**config.mk**
```make
export PLATFORM = sky130hd
export DESIGN_NAME = binary_bbox_detect
export DESIGN_NICKNAME = d
export VERILOG_FILES = /design/src/rtl/binary_bbox_detect.sv
export SDC_FILE = /design/constraint.sdc
export NUM_CORES = 1
export LEC_CHECK = 0
export CAP_MARGIN = 30
export CORE_UTILIZATION = 45
export DETAILED_ROUTE_END_ITERATION = 10
export PLACE_DENSITY = 0.76
export SYNTH_ARGS = -nofsm -noshare
export SYNTH_HDL_FRONTEND = slang
export SYNTH_SLANG_ARGS = --single-unit
```
**constraint.sdc**
```tcl
create_clock -name clk -period 5.8 [get_ports clk]
set_clock_uncertainty 0.15 [all_clocks]
set_input_delay 1.16 -clock clk [delete_from_list [all_inputs] [get_ports clk]]
set_output_delay 1.16 -clock clk [all_outputs]
set_load 0.05 [all_outputs]
```
**src/rtl/binary_bbox_detect.sv**
```systemverilog
// Bounding box and foreground pixel count of a binary raster frame.
// A result is published with a one-cycle bbox_valid pulse after the last pixel of each frame.
module binary_bbox_detect #(
    parameter  int DATA_WIDTH = 8,
    parameter  int IMG_WIDTH  = 10,
    parameter  int IMG_HEIGHT = 4,
    parameter  int MIN_PIXELS = 1,
    localparam int XW         = $clog2(IMG_WIDTH),
    localparam int YW         = $clog2(IMG_HEIGHT),
    localparam int CW         = $clog2(IMG_WIDTH*IMG_HEIGHT+1)
) (
    input  logic                  clk,
    input  logic                  rst,
    input  logic [DATA_WIDTH-1:0] pixel_in,
    input  logic                  pixel_in_valid,
    output logic [XW-1:0]         bbox_x_min,
    output logic [XW-1:0]         bbox_x_max,
    output logic [YW-1:0]         bbox_y_min,
    output logic [YW-1:0]         bbox_y_max,
    output logic [CW-1:0]         bbox_count,
    output logic                  bbox_found,
    output logic                  bbox_valid
);

    localparam logic [XW-1:0] X_LAST = XW'(IMG_WIDTH - 1);
    localparam logic [YW-1:0] Y_LAST = YW'(IMG_HEIGHT - 1);
    localparam logic [CW-1:0] C_MIN  = CW'(MIN_PIXELS);

    logic [XW-1:0] r_x_cnt;
    logic [YW-1:0] r_y_cnt;

    logic [XW-1:0] r_wx_min, r_wx_max;
    logic [YW-1:0] r_wy_min, r_wy_max;
    logic [CW-1:0] r_wcount;

    logic [XW-1:0] r_x_min, r_x_max;
    logic [YW-1:0] r_y_min, r_y_max;
    logic [CW-1:0] r_count;
    logic          r_found;
    logic          r_valid;

    logic          w_is_fg;
    logic          w_x_last;
    logic          w_y_last;
    logic [XW-1:0] w_nx_min, w_nx_max;
    logic [YW-1:0] w_ny_min, w_ny_max;
    logic [CW-1:0] w_ncount;
    logic          w_found;

    assign w_is_fg  = |pixel_in;
    assign w_x_last = (r_x_cnt == X_LAST);
    assign w_y_last = (r_y_cnt == Y_LAST);

    // Working set including the current pixel's contribution
    assign w_nx_min = (w_is_fg && (r_x_cnt < r_wx_min)) ? r_x_cnt : r_wx_min;
    assign w_nx_max = (w_is_fg && (r_x_cnt > r_wx_max)) ? r_x_cnt : r_wx_max;
    assign w_ny_min = (w_is_fg && (r_y_cnt < r_wy_min)) ? r_y_cnt : r_wy_min;
    assign w_ny_max = (w_is_fg && (r_y_cnt > r_wy_max)) ? r_y_cnt : r_wy_max;
    assign w_ncount = r_wcount + {{(CW-1){1'b0}}, w_is_fg};
    assign w_found  = (w_ncount >= C_MIN);

    always_ff @(posedge clk) begin
        if (rst) begin
            r_x_cnt  <= '0;
            r_y_cnt  <= '0;
            r_wx_min <= X_LAST;
            r_wx_max <= '0;
            r_wy_min <= Y_LAST;
            r_wy_max <= '0;
            r_wcount <= '0;
            r_x_min  <= '0;
            r_x_max  <= '0;
            r_y_min  <= '0;
            r_y_max  <= '0;
            r_count  <= '0;
            r_found  <= 1'b0;
            r_valid  <= 1'b0;
        end else begin
            r_valid <= 1'b0;
            if (pixel_in_valid) begin
                if (w_x_last) begin
                    r_x_cnt <= '0;
                    r_y_cnt <= w_y_last ? '0 : r_y_cnt + YW'(1);
                end else begin
                    r_x_cnt <= r_x_cnt + XW'(1);
                end

                if (w_x_last && w_y_last) begin
                    // Coordinates are meaningless without a detection, so report zeros
                    r_x_min  <= w_found ? w_nx_min : '0;
                    r_x_max  <= w_found ? w_nx_max : '0;
                    r_y_min  <= w_found ? w_ny_min : '0;
                    r_y_max  <= w_found ? w_ny_max : '0;
                    r_count  <= w_ncount;
                    r_found  <= w_found;
                    r_valid  <= 1'b1;
                    r_wx_min <= X_LAST;
                    r_wx_max <= '0;
                    r_wy_min <= Y_LAST;
                    r_wy_max <= '0;
                    r_wcount <= '0;
                end else begin
                    r_wx_min <= w_nx_min;
                    r_wx_max <= w_nx_max;
                    r_wy_min <= w_ny_min;
                    r_wy_max <= w_ny_max;
                    r_wcount <= w_ncount;
                end
            end
        end
    end

    assign bbox_x_min = r_x_min;
    assign bbox_x_max = r_x_max;
    assign bbox_y_min = r_y_min;
    assign bbox_y_max = r_y_max;
    assign bbox_count = r_count;
    assign bbox_found = r_found;
    assign bbox_valid = r_valid;

endmodule

```
# Word-level counts from Yosys, hierarchy flattened
# Index checks and enable logic that the tools add are counted.
# totals
reg_bits	44
in_bits	11
word_cells	50
# op_classes
eq_ne	2
reduce_logical	9
n_bitwise	1
mux	16
add_sub_neg	3
n_lt_le_gt_ge	5
# op_table
cell	n
$mux 4	7
$mux 2	7
$reduce_or 8->1	1
$add 6x1->6	1
$ge 6x1->1 const B	1
$mux 6	1
$logic_and 1x1->1	5
$add 4x1->4 const B	1
$eq 4x4->1 const B	1
$gt 4x4->1	1
$lt 4x4->1	1
$reduce_and 2->1	2
$add 2x1->2 const B	1
$eq 2x2->1 const B	1
$gt 2x2->1	1
$lt 2x2->1	1
$reduce_or 2->1	1
$mux 1	1
$not 1->1	1

# Longest topological paths before layout
# logic_depth
ltp_word	4
mapped_depth	11

# Worst setup path after synthesis
# No wires, ideal clock.
# synth_timing
kind	input-to-reg
startpoint	input port pixel_in[1]
endpoint	register r_x_max[0] (netlist: bbox_x_max[0])
t_required_ns	5.583
path_buffers	2
setup_ns	0.067
cell_stages	11
arrival_time_ns	3.231
slack_ns	2.351
cell_sequence	nor4_4 > nand2_1 > ha_1 > ha_1 > clkbuf_1 > and3b_1 > nor3_1 > a21oi_1 > a311o_1 > buf_6 > o21ai_2
# synth_via
elab_chain_cells	4
elab_cells_between_ends	6
classes_between	1 x add/sub; 1 x order compare; 2 x mux; 2 x reduce/logical
# synth_rtl
item	line_no	text
from (decl)	14	input logic [DATA_WIDTH-1:0] pixel_in,
$reduce_or 8->1 *	50	assign w_is_fg = |pixel_in;
$add 6x1->6 / $logic_and 1x1->1 (equally long branches)	59, 56	
$ge 6x1->1 / $mux 4 (equally long branches)	60, 56	
$mux 4 *	91	r_x_max <= w_found ? w_nx_max : '0;
to (signal assigned)	91	
to (decl)	36	logic [XW-1:0] r_x_min, r_x_max;
# Mark *: on every way between the ends. The rest lies on a longest branch, timed or not.
# A chain may end at the register's enable or synchronous reset.

# Final worst setup path
# layout_timing
startpoint	input port pixel_in[1]
endpoint	register r_x_min[0] (netlist: bbox_x_min[0])
# layout_via
elab_chain_cells	4
elab_cells_between_ends	6
classes_between	1 x add/sub; 1 x order compare; 2 x mux; 2 x reduce/logical
# layout_rtl
item	line_no	text
$reduce_or 8->1 *	50	
$add 6x1->6 / $logic_and 1x1->1 (equally long branches)	59, 55	
$ge 6x1->1 / $mux 4 (equally long branches)	60, 55	
$mux 4 *	90	r_x_min <= w_found ? w_nx_min : '0;
to (signal assigned)	90	
to (decl)	36	
# Marks and branches as above.

==> qor.txt <==
Drc violations: 1
Max-slew violations: 0
First-pass GRT wire length: 7.49 mm
Overall routing resource usage: 18.0%
Max Cap Violations: 0
Post-CTS setup buffers: 0
Die height: 72.2 microns
Max Clk Rate: 257 MHz
Power Dens Cells: 220 nW/um^2
Hold path cells: 2
Min cycle time layout: 3.89 ns
Combinational share of power: 11.4%
EDFF count, synth: 0
Yosys cell types: 51
Data required time of the worst path: 5.88 ns
Clk sinks: 44
Post-DP HPWL: 3.16 mm
CTS tree: done
Worst Tran Pin Value: 0.749 ns
Antenna diode count: 0
Fin crit share: 67.2%
Worst-case setup margin in the final layout: 1.91 ns
Sw Ratio: 25.5%
Largest area contributor in the netlist: dfxtp_1
CP Buf/Inv Count: 1
Worst slew margin: 50.1%
Post-Syn Instances: 237
Avg Cell Area, Syn: 9.36 sq um
DR pass1 iterations: 7
Mapped Area: 2220 sq um
DR vias: 1,757
Cts repair resizes: 0
CTS Hold Bufs: 0
Worst-Skew Late Latency: 0.30 ns
Core area: 4720 sq um
Status: complete, but fails checks
Pin count of the biggest net entering global routing: 36
Warnings, synthesis: 0
Fin Hold WS: 0.302 ns
FFs w/ async S/R, synth: 0%
Seq cells post-synth: 44
RSZ-0062 raised after global routing: false
Area grow syn2layout: 18.5%
Hold Path Origin: bbox_x_max[3]$_SDFFE_PP0P_
Worst setup SP type: input port
Clock Power Share: 34.1%
Drt initial violations: 89
Share of layout cells above drive strength 1: 10.3%
Drt total wl: 4.34 mm
Avg Vias per Cell: 5.34
Crit-path cells: clkdlybuf4s50_1 > nor4_4 > nand2_1 > ha_1 > ha_1 > and3b_1 > nor3_1 > a21oi_1 > a311o_1 > o21ai_2
Setup TNS: 0 ns
Int Pwr: 0.432 mW
Ys flop type: dfxtp_1
VDD IR max: 0.0914 mV
H-tree lvl count: 2
Grt total ovfl: 0
Nets: 285
Sw Pwr: 0.148 mW
Sequential-to-total area share from yosys stat: 39.7%
GP Congestion: 0.820
Setup crit end kind: flip-flop
Die width: 72.2 microns
Hold EP: bbox_x_max[3]$_SDFFE_PP0P_
# port buffers: 30
Reg clk slew, reported paths: 0.08 ns
Layout Utilization: 55.7%
Crit-path slowest cell: a311o_1
Root buf cell: clkbuf_8
Failing checks: design-rule violations
Num CTS Buffers: 5
Most used cell, CP: ha_1
Clock buffer depth: 2
Initial Util: 47.0%
Worst hold path type: flip-flop to flip-flop
Cell row count: 25
Total power: 0.579 mW
Top-level I/O count: 31
CP delay by family, top: compound AO/OA/AOI/OAI gates
WP data arrival: 3.97 ns
Synth top area share: 39.7%
Final Hold Fails: 0
Reg-to-reg setup timing slack: 3.34 ns
R2R Path End: bbox_x_max[0]$_SDFFE_PP0P_
Critical path class: input port to flip-flop
Syn_nets: 261
Layout fillers: 441
Final ANT Viol Nets: 0
Wire per inst: 13.2 microns
Leakage: 0.994 nW
Crit Path Max Fanout: 12
Seq pwr share: 54.4%
Die area: 5210 sq um
FF-to-FF path depth: 5
Initial antenna violation count: 0
Pre-CTS setup slack: 1.59 ns
Critical path's largest stage delay: 0.61 ns
Largest cells by area after synthesis: dfxtp_1 (40%), ha_1 (7.3%), mux2i_1 (6.8%), nand2_1 (4.2%), o21ai_2 (3.6%)
FF-to-FF Start: r_x_cnt[1]$_SDFFE_PP0P_
Vias in the first global route: 1,682
Final setup viols: 0
[layout make-up]
class	instances	area, sq um	share of cell area (%)
sequential	44	881	33.5
timing repair buffer	31	308	11.7
clock inverter	2	10.0	0.381
clock buffer	6	82.6	3.14
tap	67	83.8	3.19
multi-input combinational	166	1210	46.2
inverter	13	48.8	1.86
[tightest hold or removal path, stage by stage, from the launching register on]
cell and delay, ns:
dfxtp_1 0.31, nand2_1 0.05, o21ai_1 0.05
[worst max-delay path by stage]
stage	depth (start not counted)	startpoint	end
after global placement	10	pixel_in[1]	bbox_x_max[3]$_SDFFE_PP0P_
after floorplan	11	pixel_in[1]	bbox_x_max[0]$_SDFFE_PP0P_
after CTS	10	pixel_in[1]	bbox_x_max[3]$_SDFFE_PP0P_
final	10	pixel_in[1]	bbox_x_min[0]$_SDFFE_PP0P_
after detailed placement	10	pixel_in[1]	bbox_x_max[3]$_SDFFE_PP0P_
after global routing	9	pixel_in[1]	bbox_x_max[3]$_SDFFE_PP0P_
[synth_stat cells, types with 3 or more instances]
library cell / n
a2bb2oi_1: 3
o211ai_1: 3
clkbuf_1: 6
nand2_1: 25
xor2_1: 3
a21oi_1: 7
buf_2: 4
nand3_1: 6
a211oi_1: 3
ha_1: 13
dfxtp_1: 44
and3_1: 3
nand2b_1: 7
o21ai_2: 9
inv_1: 12
xnor2_1: 4
nor3_1: 6
o32ai_1: 4
mux2i_1: 15
nor2_1: 18
[metrics by stage]
| step | cell area (sq um) | instances |
|---|---|---|
| after floorplan | 2220 | 237 |
| after global placement | 2540 | 321 |
| after detailed placement | 2540 | 321 |
| after CTS | 2630 | 329 |
| after global routing | 2630 | 329 |
| final | 2630 | 329 |
[power groups by stage]
stage               Sequential [mW]  Clock (mW)  Combinational, mW
floorplan                     0.318           0             0.0517
global placement              0.322           0             0.0652
detailed placement            0.322           0             0.0664
CTS                           0.315       0.202             0.0667
global route                  0.316       0.212             0.0741
finish                        0.315       0.198             0.0662
[cell usage in the layout, fill, tap and decap left out, types with 2 or more instances in the layout]
master,Yosys,routed
a211oi_1,3,3
a21oi_1,7,7
a221oi_1,2,2
a22oi_1,2,2
a2bb2oi_1,3,3
a311oi_1,2,2
a41oi_1,2,2
and3_1,3,3
clkbuf_8,0,6
clkdlybuf4s50_1,0,30
clkinv_2,0,2
dfxtp_1,44,44
ha_1,13,13
inv_1,12,12
mux2i_1,15,15
nand2_1,25,25
nand2b_1,7,7
nand3_1,6,6
nand4b_1,2,2
nor2_1,18,18
nor2b_1,2,2
nor3_1,6,6
nor4_4,2,2
o211ai_1,3,3
o21ai_0,2,2
o21ai_1,2,2
o21ai_2,9,9
o31ai_1,2,2
o32ai_1,4,4
xnor2_1,4,4
xor2_1,3,3
[state kept, by name, indices dropped and copies added (netlist names)]
register and cells:
bbox_x_max 4, r_wy_max 2, r_wx_max 4, bbox_x_min 4, r_y_cnt 2, bbox_y_min 2, bbox_found 1, r_wx_min 4
bbox_valid 1, bbox_y_max 2, bbox_count 6, r_wcount 6, r_wy_min 2, r_x_cnt 4
[metal layers]
metal	vias to the layer above	GRT usage, %	wire [microns]
met5	-	0	0
li1	906	-	-
met2	29	30.3	2030
met4	0	5.23	55
met3	7	3.06	129
met1	815	23.6	2120
[logic make-up (layout without fill, tap and decap cells)]
family          after synthesis  in the layout  synth area share (%)
compound gates               53             53                  19.1
xor+xnor                      7              7                  2.76
fa+ha+maj                    13             13                  7.33
buf+inv                      27             52                  5.53
flops                        44             44                  39.7
mux                          16             16                  7.28
simple gates                 77             77                  18.3
(Power assumes the default switching activity.)
